===== src/rtl/fetch_ctrl.sv =====
// Fetch-stage sequencer: owns the PC, handshakes with instruction memory and
// presents one instruction to F/D. Optional misaligned-fetch trap: PC_ALIGN_CHECK_EN.
module fetch_ctrl #(
    parameter logic [31:0] RESET_PC = 32'h0000_3000
) (
    input  logic        clk,
    input  logic        reset,
    input  logic        Stall,
    input  logic        Redirect,
    input  logic [31:0] NPC,
    output logic        IReq,
    output logic [31:0] IAddr,
    input  logic        IReady,
    input  logic [31:0] IData,
    output logic        Valid_F,
    output logic [31:0] Instr_F,
    output logic [31:0] PC_F,
    output logic        AdEL_F
);

    typedef enum logic [1:0] {BOOT, ISSUE, WAIT, HOLD} state_t;

    state_t      state, state_next;
    logic [31:0] pc;
    logic [31:0] pend_target;
    logic        pend_valid;
    logic [31:0] instr_buf;
    logic        consume;
    logic        redirect_live;
    logic        misaligned;

`ifdef PC_ALIGN_CHECK_EN
    logic adel_q;
    assign misaligned = (pc[1:0] != 2'b00);
    assign AdEL_F     = adel_q;
`else
    assign misaligned = 1'b0;
    assign AdEL_F     = 1'b0;
`endif

    // Redirect is only meaningful while the hazard unit lets D advance.
    assign redirect_live = Redirect & ~Stall;

    always_ff @(posedge clk or posedge reset) begin
        if (reset) state <= BOOT;
        else       state <= state_next;
    end

    always_comb begin
        state_next = state;
        IReq       = 1'b0;
        Valid_F    = 1'b0;
        consume    = 1'b0;
        case (state)
            BOOT:  state_next = ISSUE;
            ISSUE: begin
                if (misaligned) begin
                    state_next = HOLD;
                end else begin
                    IReq       = 1'b1;
                    state_next = WAIT;
                end
            end
            WAIT:  if (IReady) state_next = HOLD;
            HOLD: begin
                Valid_F = 1'b1;
                if (!Stall) begin
                    consume    = 1'b1;
                    state_next = ISSUE;
                end
            end
            default: state_next = BOOT;
        endcase
        IAddr   = pc;
        PC_F    = pc;
        Instr_F = Valid_F ? instr_buf : '0;
    end

    always_ff @(posedge clk or posedge reset) begin
        if (reset) begin
            pc          <= RESET_PC;
            pend_valid  <= 1'b0;
            pend_target <= '0;
            instr_buf   <= '0;
        end else begin
            if (state == WAIT && IReady) instr_buf <= IData;
            if (state == ISSUE && misaligned) instr_buf <= '0;
            // A live redirect at consumption beats an older pending one.
            if (consume) begin
                if (redirect_live)   pc <= NPC;
                else if (pend_valid) pc <= pend_target;
                else                 pc <= pc + 32'd4;
                pend_valid <= 1'b0;
            end else if (redirect_live) begin
                pend_valid  <= 1'b1;
                pend_target <= NPC;
            end
        end
    end

`ifdef PC_ALIGN_CHECK_EN
    always_ff @(posedge clk or posedge reset) begin
        if (reset)                         adel_q <= 1'b0;
        else if (state == ISSUE && misaligned) adel_q <= 1'b1;
        else if (consume)                  adel_q <= 1'b0;
    end
`endif

endmodule


===== config.mk =====
export PLATFORM = sky130hd
export DESIGN_NAME = fetch_ctrl
export DESIGN_NICKNAME = d
export VERILOG_FILES = /design/src/rtl/fetch_ctrl.sv
export SDC_FILE = /design/constraint.sdc
export NUM_CORES = 1
export LEC_CHECK = 0
export CORE_UTILIZATION = 47
export CTS_CLUSTER_DIAMETER = 200
export DETAILED_ROUTE_END_ITERATION = 12
export PLACE_DENSITY_LB_ADDON = 0.15
export REMOVE_ABC_BUFFERS = 1
export SLEW_MARGIN = 40
export SYNTH_ARGS = -nofsm -noshare
export SYNTH_HDL_FRONTEND = slang
export SYNTH_SLANG_ARGS = --single-unit

===== constraint.sdc =====
create_clock -name clk -period 3.85 [get_ports clk]
set_input_delay 0.77 -clock clk [delete_from_list [all_inputs] [get_ports clk]]
set_output_delay 0.77 -clock clk [all_outputs]
set_load 0.005 [all_outputs]

==> metrics, run 1 <==
status=completed; register bit total from synthesis=99; Yosys top cell area share=45.05%; WP depth=3; top_reg_cell synth=dfrtp_1; first-pass GRT wire length=21840 µm; Flop pwr share=37.1%; synthesized cell area=5388 µm²; power after layout=5468 µW; CTS Buf Count=9; fraction of synthesized cell area in xor and xnor cells=2.113%; # port buffers=166; hold path startpoint=instr_buf[10]$_DFFE_PP0P_; Slew Limit Headroom=52.26%; area grow syn2layout=34.30%; FF-to-FF End=IAddr[21]$_DFFE_PP0P_; Post-synth EDFFs=0; post-synthesis mux area share=14.89%; Hold Path Stages=1; DR pass1 iterations=4; Largest stage delay, worst path=0.57 ns; Req. time, crit path=3.08 ns; worst r2r src=state[0]$_DFFE_PP0P_; CTS H-tree lvls=3; YS warnings=0; cells on worst reg2reg path=6; PwrDens=755.8 nW/µm²; drt total wl=13400 µm; area share of and/or/nand/nor cells after synthesis=15.70%; GRT overflow=0; postcts setup bufs=0; CTS tree=built; Synth area leaders=dfrtp_1, mux2_2, buf_4; Synth area leader=dfrtp_1; Starting Density=49.05%; fmax=351.4 MHz; Final min period=2.846 ns; floorplan row count=38; Die H=109.1 µm; Hold Crit Class=reg -> reg; final count of hold timing violations=0; RSZ-0062 raised after global routing=false; sw frac=34.46%; async set-reset flop share out of synthesis=100.0%; post-synthesis sequential area ratio=46.03%; Max-Cap Viols=0; largest family of logic cells by synthesized area=simple AND/OR/NAND/NOR gates; number of global-route vias before repair=4416; Hold Path Sink=instr_buf[10]$_DFFE_PP0P_; setup TNS=0 ns; PostCTS Resize Cnt=0; hpwl dp=9267 µm; largest net degree at the start of global routing=51; routability cong.=0.7901; Critical Path, Cell by Cell=ha_2, and2_1, clkdlybuf4s50_1; r2r setup slk=1.54 ns; Commonest cells post-synth=dfrtp_1, mux2_2, a21oi_1; Post-CTS Hold Fix Bufs=0; fin. max-slew vios=0; antenna viol nets, final=0; vias per std cell=5.599; crit path kind=reg -> out; Total GRT Usage=23.91%; Least-Margin Pin Slew=0.7108 ns; die width=109.1 µm; Remaining DRCs=0; compound-cell area share of the yosys netlist=12.33%; Inserted Diodes=0; fin nets=723; clk_lat worst skew=0.36 ns; Root Driver=clkbuf_16; Lkg Pwr=0.002980 µW; initial antenna violation count=0; CORE AREA=10980 µm²; nature of the critical path endpoint=primary output; Clock Power Share=16.3%; dominant cell by count in the synthesized netlist=dfrtp_1; critical path launch point=state[0]$_DFFE_PP0P_; vias=4446; layout cells sized above 1=16.06%; CP top delay family=adder cells; final worst path period share=73.91%; skew final=0.01188 ns; Final Setup Violations=0; critical path startpoint category=flop; die footprint=11900 µm²; Cells after Synth=525; First DRT Iteration DRCs=177; filler instances=926; Distinct cells, synth=57; post-synthesis adder-cell area fraction=1.161%; Reg clk slew, reported paths=0.07 ns; Psw=1885 µW; total clock sinks=99; slowest CP cell=ha_2; I/O pin total=168; peak supply drop=0.4080 mV; Crit path arrival time=2.08 ns; CP max FO=37; Worst Path Buf+Inv=1; Cell Int Power=3584 µW; syn avg cell area=10.26 µm²; CTS Buffer Depth=2; average wire per standard cell=16.88 µm; Logic pwr share=46.6%
## metrics by stage
stage                     area (µm²)  setup slack (ns)  hold slack, ns  instances  util [%]
after floorplan                 5017            0.4929          0.4707        463         -
after global placement          6942             1.030          0.4780        778     63.20
after detailed placement        6947            0.9961          0.4893        778     63.25
after CTS                       7236            0.9675          0.5064        794     65.88
after global routing            7236            0.8603          0.5231        794     65.88
final                           7236             1.004          0.5016        794     65.88
## how the worst max path moves through the flow
stage                                  end  slack (ns)
3_3_place_gp                   Instr_F[27]        1.03
5_1_grt                        Instr_F[15]        0.86
3_5_place_dp   pend_target[17]$_DFFE_PP0P_         1.0
6_report                        Instr_F[5]        1.00
2_1_floorplan         IAddr[0]$_DFFE_PP0P_        0.49
4_1_cts                        Instr_F[21]        0.97
## per-layer routing
layer	wire length [µm]	track usage (%)
met5	0	0
met4	243	8.880
met3	1113	5.918
met2	6342	39.17
met1	5701	30.48
## layout make-up
type | count | area (µm²) | share of cell area (%)
multi-input combinational | 352 | 2502 | 34.58
sequential | 99 | 2480 | 34.27
timing repair buffer | 175 | 1742 | 24.07
clock buffer | 9 | 225.2 | 3.113
tap | 140 | 175.2 | 2.421
clock inverter | 7 | 63.81 | 0.8819
inverter | 12 | 47.55 | 0.6571
## placed cells by master, fill, tap and decap left out, drive strengths merged, types with 2 or more instances in the layout
cell and count:
xnor2 5, o221a 2, a221o 2, a21oi 37, o22ai 8, clkdlybuf4s50 166, o21a 4, and3 11
nand2b 4, nor2b 2, buf 9, nor2 35, o221ai 5, ha 5, xor2 8, nand3 11
a221oi 3, a2bb2oi 2, mux2 65, clkbuf 9, inv 17, nor3 8, nor4 4, or3 2
dfstp 2, a22oi 2, nand4 11, clkinv 2, o21ai 20, mux2i 7, nand2 33, dfrtp 97
o31ai 6, o31a 2, and2 36
## flip-flops by register name (all words and copies together), names as in the netlist
name and cells:
IAddr 32, instr_buf 32, pend_target 32, pend_valid 1, state 2
## power by group through the flow
stage	logic (µW)	clock network (µW)	registers, µW
floorplan	1200	0	1990
global placement	2500	0	2020
detailed placement	2550	0	2050
CTS	2570	915	2030
global route	2810	953	2120
finish	2550	894	2030
## logic make-up after synthesis
logic type	count (synthesis)
adders and majority gates	5
and+or+nand+nor	158
AOI/OAI and AO/OA	103
other	1
buffers and inverters	74
muxes	72
DFF	99
xor gates and xnor gates	13
Power figures use the tool's default switching activity.
==> run 2: changes to the inputs <==
--- a/config.mk
+++ b/config.mk
@@ -5,7 +5,7 @@
 export SDC_FILE = /design/constraint.sdc
 export NUM_CORES = 1
 export LEC_CHECK = 0
-export CORE_UTILIZATION = 47
+export CORE_UTILIZATION = 43
 export CTS_CLUSTER_DIAMETER = 200
 export DETAILED_ROUTE_END_ITERATION = 12
 export PLACE_DENSITY_LB_ADDON = 0.15
==> constraint.sdc (replaced) <==
create_clock -name clk -period 2.5 [get_ports clk]
set_input_delay 0.5 -clock clk [delete_from_list [all_inputs] [get_ports clk]]
set_output_delay 0.5 -clock clk [all_outputs]
set_load 0.005 [all_outputs]
==> run 2 against run 1 <==
  * Global-route usage decreased by 1.6 points
  * Sequential share of layout area down 0.76 points
  * Highest routed layer unchanged
  * Setup slack got worse by 0.83 ns
  * Final area is 2.3% higher
  * Clock power grew 59%
  * Routed wire length rose by 4.7%
  * Via count grew 1.1%
  * Largest power group unchanged
  * Utilization fell by 4.7 points
  * Critical path depth increased by 1
  * Register-to-register slack worse by 1.1 ns
  * Count of clock-buffer cells in the layout is the same
  * Power rose by 57%
==> metrics, run 2 (synthesis results as in run 1) <==
layout cells sized above 1=17.32% (was 16.06%); clk_lat worst skew=0.35 ns (was 0.36 ns); fin nets=733 (was 723); area grow syn2layout=37.44% (was 34.30%); nature of the critical path endpoint=primary output (unchanged); FF+latch area=2481 µm² (was 2480 µm²); die footprint=12980 µm² (was 11900 µm²); dpl cells=816 (was 778); Remaining DRCs=0 (unchanged); total clock sinks=99 (unchanged); CTS Buffer Depth=2 (unchanged); critical path startpoint category=flop (unchanged); final worst path period share=93.10%; CORE AREA=12110 µm² (was 10980 µm²); CTS tree=built (unchanged); commonest non-fill, non-tap cells in the layout=clkdlybuf4s50_1, dfrtp_1, mux2_2 (unchanged); placed cell area=7089 µm² (was 6947 µm²); number of global-route vias before repair=4542 (was 4416); die width=113.9 µm (was 109.1 µm); filler instances=1042 (was 926); final count of hold timing violations=0 (unchanged); I/O pin total=168 (unchanged); skew final=0.006166 ns (was 0.01188 ns); postcts setup bufs=0 (unchanged); routability cong.=0.7677 (was 0.7901); vias=4495 (was 4446); r2r setup slk=0.43 ns (was 1.54 ns); CTS H-tree lvls=3 (unchanged); critical path launch point=state[0]$_DFFE_PP0P_ (unchanged); Die H=113.9 µm (was 109.1 µm); antenna viol nets, final=0 (unchanged); Hold Crit Class=reg -> reg (unchanged); RSZ-0062 raised after global routing=false (unchanged); Least-Margin Pin Slew=0.6485 ns (was 0.7108 ns); Root Driver=clkbuf_16 (unchanged); initial antenna violation count=0 (unchanged); peak supply drop=0.7001 mV (was 0.4080 mV); Critical Path, Cell by Cell=ha_4, buf_12, and2_1, clkdlybuf4s50_1 (was ha_2, and2_1, clkdlybuf4s50_1); crit path kind=reg -> out (unchanged); hold path startpoint=instr_buf[22]$_DFFE_PP0P_ (was instr_buf[10]$_DFFE_PP0P_); GRT overflow=0 (unchanged); Total GRT Usage=22.30% (was 23.91%); Req. time, crit path=2.00 ns (was 3.08 ns); commonest non-fill, non-tap cell in the layout=clkdlybuf4s50_1 (unchanged); CTS Buf Count=9 (unchanged); WHS=0.4992 ns (was 0.5016 ns); status=completed (unchanged); worst r2r src=IAddr[2]$_DFFE_PP0P_ (was state[0]$_DFFE_PP0P_); Inserted Diodes=0 (unchanged); area of the multi-input gates=2510 µm² (was 2502 µm²); floorplan row count=40 (was 38); Lkg Pwr=0.003043 µW (was 0.002980 µW); # port buffers=166 (unchanged); hpwl dp=9864 µm (was 9267 µm); fin cells=832 (was 794); fin. max-slew vios=0 (unchanged); Starting Density=44.48% (was 49.05%); Final min period=2.328 ns; Slew Limit Headroom=56.43% (was 52.26%); CP max FO=33 (was 37); slowest CP cell=clkdlybuf4s50_1 (was ha_2); fmax=429.6 MHz; Final Setup Violations=0 (unchanged); PwrDens=1162 nW/µm² (was 755.8 nW/µm²); Max-Cap Viols=0 (unchanged); largest net degree at the start of global routing=100 (was 51); Reg clk slew, reported paths=0.07 ns (about the same); Final Cell Area=7405 µm² (was 7236 µm²); DR pass1 iterations=4 (unchanged); drt total wl=14040 µm (was 13400 µm); average wire per standard cell=16.87 µm (was 16.88 µm); First DRT Iteration DRCs=354 (was 177); first-pass GRT wire length=22550 µm (was 21840 µm); vias per std cell=5.403 (was 5.599); Largest stage delay, worst path=0.52 ns (was 0.57 ns); Crit path arrival time=1.83 ns (was 2.08 ns)
[run 2: final cells by class]
type,instances,share of cell area (%)
clock buffer,9,3.042
inverter,12,0.6421
timing repair buffer,185,25.04
sequential,99,33.51
tap,168,2.839
multi-input combinational,352,33.90
clock inverter,7,1.031
[run 2: what timing repair did]
action,4_1_cts,5_1_grt
endpoints found under the setup margin,29,32
hold buffers,0,0
pin swaps,0,0
resized for setup,1,2
cloned,0,0
[run 2: layer usage]
metal | track usage, % | vias to the layer above | wire length (µm)
li1 | - | 2089 | -
met1 | 27.04 | 2218 | 5788
met2 | 38.14 | 173 | 6927
met3 | 7.705 | 15 | 1132
met4 | 5.108 | 0 | 188
met5 | 0 | - | 0
[run 2: metrics by stage]
| stage | worst slack [ns] | total power, µW | setup TNS (ns) | utilization (%) |
|---|---|---|---|---|
| floorplan | -0.5871 | 4921 | -69.07 | - |
| global placement | 0.2341 | 7057 | 0 | 58.53 |
| detailed placement | 0.2383 | 7215 | 0 | 58.53 |
| CTS | 0.03106 | 8672 | 0 | 61.04 |
| global route | 0.05438 | 9191 | 0 | 61.14 |
| finish | 0.1724 | 8608 | 0 | 61.14 |
[run 2: final timing paths]
| path | to | cells after the start |
|---|---|---|
| hold / removal | instr_buf[22]$_DFFE_PP0P_ | 1 |
| max in group asynchronous | IAddr[31]$_DFFE_PP0P_ | 3 |
| setup reg to reg | IAddr[26]$_DFFE_PP0P_ | 6 |
| min in group asynchronous | instr_buf[12]$_DFFE_PP0P_ | 3 |
| hold reg to reg | instr_buf[22]$_DFFE_PP0P_ | 1 |
| setup / recovery | Instr_F[19] | 4 |
[run 2: power by group]
| part | leakage [µW] | switching, µW | internal [µW] |
|---|---|---|---|
| logic | 0.00174 | 1560 | 2490 |
| clock network | 0.000142 | 634 | 781 |
| registers | 0.00116 | 732 | 2410 |
| total | 0.00304 | 2930 | 5680 |
[run 2: critical path: cells and delay by family, from the launching register on]
family                   cells  cell delay (ns)
AND/OR/NAND/NOR              1             0.15
adder cells (fa/ha/maj)      1             0.20
buffers and inverters        2             0.69
flip-flops                   1             0.43
==> edit 1, RTL diff (config.mk and constraints of run 1) <==
Change the parameter `RESET_PC` from 32'h0000_3000 to 32'h00002000.
--- a/src/rtl/fetch_ctrl.sv
+++ b/src/rtl/fetch_ctrl.sv
@@ -2,5 +2,5 @@
 // presents one instruction to F/D. Optional misaligned-fetch trap: PC_ALIGN_CHECK_EN.
 module fetch_ctrl #(
-    parameter logic [31:0] RESET_PC = 32'h0000_3000
+    parameter logic [31:0] RESET_PC = 32'h00002000
 ) (
     input  logic        clk,
Function: changed (Yosys sat finds a counterexample within 4 cycles, from zero or initial values and one cycle with reset high).
==> edit 1 against run 1 <==
  * Area after synthesis about the same
  * Hold slack got worse by 0.0063 ns
  * Power about the same
  * Clock power decreased by 2.8%
  * Sequential cell count unchanged
  * Setup slack got worse by 0.038 ns
  * First-iteration DRC count increased by 46%
  * Design area about the same
  * Maximum frequency decreased by 1.3%
  * Synthesized cell count unchanged
  * Wire length increased by 2.8%
  * Via count decreased by 0.40%
  * Die area about the same
  * Critical path depth unchanged
  * Critical endpoint is now Instr_F[21]
==> edit 1: results (changes against run 1) <==
Run status
  • Status: completed (unchanged)

Placement
  • Hpwl dp: 9.47 mm (was 9.27 mm)
  • Routability cong.: 0.786 (was 0.790)
  • Placed cell area: 6950 um2 (about the same)

Clocking
  • Worst skew pair latency: 0.35 ns
  • Post-CTS repair timing setup buffer count: 0 (unchanged)
  • Htree depth: 3 (unchanged)
  • Clock buffer count from CTS: 9 (unchanged)
  • CTS root buf: clkbuf_16 (unchanged)
  • Longest Clk Path Bufs: 2 (unchanged)

Power
  • VDD IR max: 0.384 mV (was 0.408 mV)
  • Static leakage: 2.97 nW (was 2.98 nW)

Logic synthesis
  • Commonest cells post-synth: dfrtp_1 (98), mux2_2 (65), a21oi_1 (37) (was dfrtp_1 (97), mux2_2 (65), a21oi_1 (37))
  • Register area share after synthesis: 0.460 (about the same)
  • Ys Warns: 0 (unchanged)
  • Async S/R FF share, synth: 1.00 (unchanged)
  • Top cells by area, synth: dfrtp_1 (46%), mux2_2 (14%), buf_4 (4.6%) (was dfrtp_1 (45%), mux2_2 (14%), buf_4 (4.6%))

Setup path
  • Max incr delay on CP: 0.59 ns (was 0.57 ns)
  • Arr. time, crit path: 2.11 ns (was 2.08 ns)
  • CP Max Fanout: 37 (unchanged)
  • Crit path max-delay cell type: ha_2 (unchanged)
  • Reg2Reg Depth: 6 (unchanged)

Global route
  • Global-route wire length before repair: 22.8 mm (was 21.8 mm)
  • Met3 GRT Util: 0.0580 (was 0.0592)
  • Vias in the first global route: 4674 (was 4416)
  • Met1 usage: 0.319 (was 0.305)
  • GR Util met2: 0.405 (was 0.392)
  • GRT Total Usage: 0.249 (was 0.239)
  • Largest net degree at the start of global routing: 54 (was 51)

Detailed routing
  • Iteration-0 DRC Markers: 258 (was 177)
  • Via Count: 4428 (was 4446)
  • Avg WL per Cell: 17.3 um (was 16.9 um)

Cells and area
  • Nets: 724 (was 723)
  • Layout cells sized above 1: 0.159 (was 0.161)
  • N_diodes: 0 (unchanged)

STA
  • Clk_skew: 0.00429 ns (was 0.0119 ns)
  • Worst slew margin: 0.536 (was 0.523)

Min path
  • HP Class: reg -> reg (unchanged)
  • Hold Path Depth: 1 (unchanged)
-- edit 1: kinds of logic after synthesis --
logic type      share of synthesized area
compound gates                      0.123
xor+xnor                           0.0211
fa+ha+maj                          0.0116
buf+inv                            0.0771
flops                               0.460
mux                                 0.149
other cells                      0.000696
simple gates                        0.157
-- edit 1: worst max-delay path: cells and delay by family, from the launching register on --
kind                     cells  cell delay, ns
adder cells (fa/ha/maj)      1            0.59
buffers and inverters        1            0.53
flip-flops                   1            0.42
AND/OR/NAND/NOR              1            0.21
-- edit 1: layout make-up --
cell class	instances	area, um2
fill	906	3750
multi-input combinational	352	2500
sequential	99	2480
timing repair buffer	176	1750
clock buffer	9	225
tap	140	175
clock inverter	7	58.8
inverter	12	47.5
-- edit 1: path summary, 6_finish.rpt --
check | startpoint | end | slack, ns
worst max-delay path | state[0] | Instr_F[21] | 0.97
worst min-delay path | instr_buf[3] | instr_buf[3] | 0.50
worst max register to register | state[0] | IAddr[31] | 1.45
worst min register to register | instr_buf[3] | instr_buf[3] | 0.50
max in group asynchronous | reset | IAddr[13] | 2.23
min in group asynchronous | reset | instr_buf[17] | 0.88
-- edit 1: stage by stage --
step | setup WS [ns] | hold WS, ns | instances | util
after floorplan | 0.491 | 0.471 | 463 | -
after global placement | 1.06 | 0.480 | 779 | 0.633
after detailed placement | 1.06 | 0.487 | 779 | 0.633
after CTS | 0.931 | 0.502 | 795 | 0.659
after global routing | 0.809 | 0.509 | 795 | 0.659
final | 0.967 | 0.495 | 795 | 0.659
-- edit 1: routing by layer --
metal / vias to the layer above / routed length [um]
li1: 2083 / -
met1: 2145 / 5830
met2: 181 / 6690
met3: 19 / 1010
met4: 0 / 245
met5: - / 0
-- edit 1: where the power goes --
group          leakage [nW]  switching [mW]  internal (mW)
sequential             1.16           0.476           1.56
clock                 0.133           0.420          0.449
combinational          1.68            1.00           1.56
==> edit 2, RTL diff (settings of run 1) <==
Made on the original files. The 4 states of `state_t` get a one-hot encoding in 4 bits.
--- a/src/rtl/fetch_ctrl.sv
+++ b/src/rtl/fetch_ctrl.sv
@@ -19,5 +19,5 @@
 );
 
-    typedef enum logic [1:0] {BOOT, ISSUE, WAIT, HOLD} state_t;
+    typedef enum logic [3:0] {BOOT = 4'b0001, ISSUE = 4'b0010, WAIT = 4'b0100, HOLD = 4'b1000} state_t;
 
     state_t      state, state_next;
Behaviour: no difference found for any inputs over 10 cycles, from zero or initial values and one cycle with reset high; not proved beyond that.
==> edit 2 against run 1 <==
  * Area after synthesis grew 0.95%
  * Wire length grew 9.0%
  * Global-route usage grew 1.7 points
  * Register-to-register slack gained 0.11 ns
  * Die area grew 0.94%
  * Setup slack lost 0.22 ns
  * Design area grew 1.3%
  * Count of clock-buffer cells in the layout grew 3
  * Sequential share of layout area grew 0.27 points
  * Sequential cell count grew 2
  * Power shrank 22%
  * Non-clock buffer count grew 1
  * Combinational power shrank 47%
  * Largest power group is now registers
==> edit 2: results (changes against run 1) <==
Run status
  • Status: completed (unchanged)

Power
  • VDD IR max: 0.354 mV (was 0.408 mV)
  • Static leakage: 2.97 nW (was 2.98 nW)
  • Comb. pwr: 1.34 mW (was 2.55 mW)
  • Switching share of power: 0.288 (was 0.345)
  • Sequential power share: 0.434 (was 0.371)

Clocking
  • Longest Clk Path Bufs: 2 (unchanged)
  • Post-CTS repair timing setup buffer count: 0 (unchanged)
  • Htree depth: 3 (unchanged)
  • Worst-path clk slew: 0.07 ns (about the same)
  • Worst skew pair latency: 0.34 ns (was 0.36 ns)

Placement
  • Placed cell area: 6970 um2 (was 6950 um2)
  • Routability cong.: 0.829 (was 0.790)
  • Port-buffer cells: 166 (unchanged)
  • Hpwl dp: 10.0 mm (was 9.27 mm)

Setup path
  • Reg2Reg Depth: 6 (unchanged)
  • CP Max Fanout: 33 (was 37)
  • Crit path max-delay cell type: clkdlybuf4s50_1 (was ha_2)
  • Arr. time, crit path: 2.29 ns (was 2.08 ns)
  • Worst reg2reg endpoint: IAddr[24] (was IAddr[21])
  • Critical R2R Launch: IAddr[2] (was state[0])
  • Max incr delay on CP: 0.53 ns (was 0.57 ns)
  • FF-to-FF setup slack: 1.65 ns (was 1.54 ns)

Detailed routing
  • Routed WL: 14.6 mm (was 13.4 mm)
  • Iteration-0 DRC Markers: 278 (was 177)
  • Via density: 5.86 (was 5.60)
  • First drt pass iteration count: 5 (was 4)

Global route
  • Global-route wire length before repair: 23.6 mm (was 21.8 mm)
  • Vias in the first global route: 4721 (was 4416)
  • GRT Total Usage: 0.256 (was 0.239)
  • Largest net degree at the start of global routing: 61 (was 51)

Logic synthesis
  • Async S/R FF share, synth: 1.00 (unchanged)
  • Register area share after synthesis: 0.465 (was 0.460)
  • Commonest cells post-synth: dfrtp_1 (98), mux2_2 (65), a21oi_1 (38) (was dfrtp_1 (97), mux2_2 (65), a21oi_1 (37))
  • Top cells by area, synth: dfrtp_1 (45%), mux2_2 (13%), buf_4 (5.0%) (was dfrtp_1 (45%), mux2_2 (14%), buf_4 (4.6%))
  • Post-Syn Area per Cell: 10.2 um2 (was 10.3 um2)
  • Library cells used by synthesis: 61 (was 57)

Cells and area
  • Non-clock inverters: 6 (was 12)
  • ClkCell Share: 0.0487 (was 0.0399)
  • Clkbuf count: 12 (was 9)
  • Footprint of the multi-input gates: 2490 um2 (was 2500 um2)
  • Fillers: 929 (was 926)
  • Layout cells sized above 1: 0.157 (was 0.161)
  • FF+latch count: 101 (was 99)
  • Seq area share: 0.345 (was 0.343)
  • Area-dominant class: sequential cells (was multi-input combinational cells)
  • Nets: 719 (was 723)
  • Non-clk bufs: 176 (was 175)
  • Fraction of area in non-clock buffers: 0.239 (was 0.241)
  • Multi-input gate count: 355 (was 352)

STA
  • Clk_skew: 0.00847 ns (was 0.0119 ns)
  • Slew @ Worst Pin: 0.714 ns (was 0.711 ns)

Min path
  • Worst hold start: instr_buf[24] (was instr_buf[10])
  • HP Class: reg -> reg (unchanged)
  • Hold Path Sink: instr_buf[24] (was instr_buf[10])
edit 2: how the worst max path moves through the flow:
| stage | startpoint | end | slack [ns] |
|---|---|---|---|
| final | state[2] | Instr_F[27] | 0.79 |
| after global routing | state[2] | Instr_F[16] | 0.64 |
| after CTS | state[2] | Instr_F[27] | 0.75 |
| after detailed placement | Redirect | IAddr[22] | 1.06 |
| after global placement | Redirect | IAddr[22] | 1.12 |
| after floorplan | reset | IAddr[0] | 0.44 |
edit 2: worst max-delay path, delay by kind of cell (launching register included):
family                 cells  cell delay (ns)
DFF                        1             0.46
buffers and inverters      2             0.88
and+or+nand+nor            2             0.59
edit 2: stage by stage:
| step | worst slack (ns) | std cells | utilization | hold WS (ns) | power (mW) |
|---|---|---|---|---|---|
| finish | 0.789 | 794 | 0.661 | 0.497 | 4.29 |
| global route | 0.636 | 794 | 0.661 | 0.518 | 4.55 |
| CTS | 0.747 | 794 | 0.661 | 0.502 | 4.32 |
| detailed placement | 1.06 | 778 | 0.629 | 0.485 | 3.22 |
| global placement | 1.12 | 778 | 0.629 | 0.479 | 3.15 |
| floorplan | 0.438 | 462 | - | 0.471 | 2.34 |
edit 2: cell families (layout without fill, tap and decap cells):
logic type,Yosys count,after routing,synth area share
AND/OR/NAND/NOR,161,161,0.161
AO/OA/AOI/OAI,118,118,0.142
multiplexers,69,69,0.142
adder cells (fa/ha/maj),1,1,0.00230
XOR/XNOR,5,5,0.00805
flip-flops,101,101,0.465
other,1,1,0.000689
buffers and inverters,75,198,0.0782
edit 2: routing by layer:
metal  global-route usage  wire length (um)  vias to the layer above
met3               0.0806              1320                       31
li1                     -                 -                     2120
met5                    0                 0                        -
met1                0.312              5870                     2286
met2                0.422              6980                      216
met4                0.101               435                        0
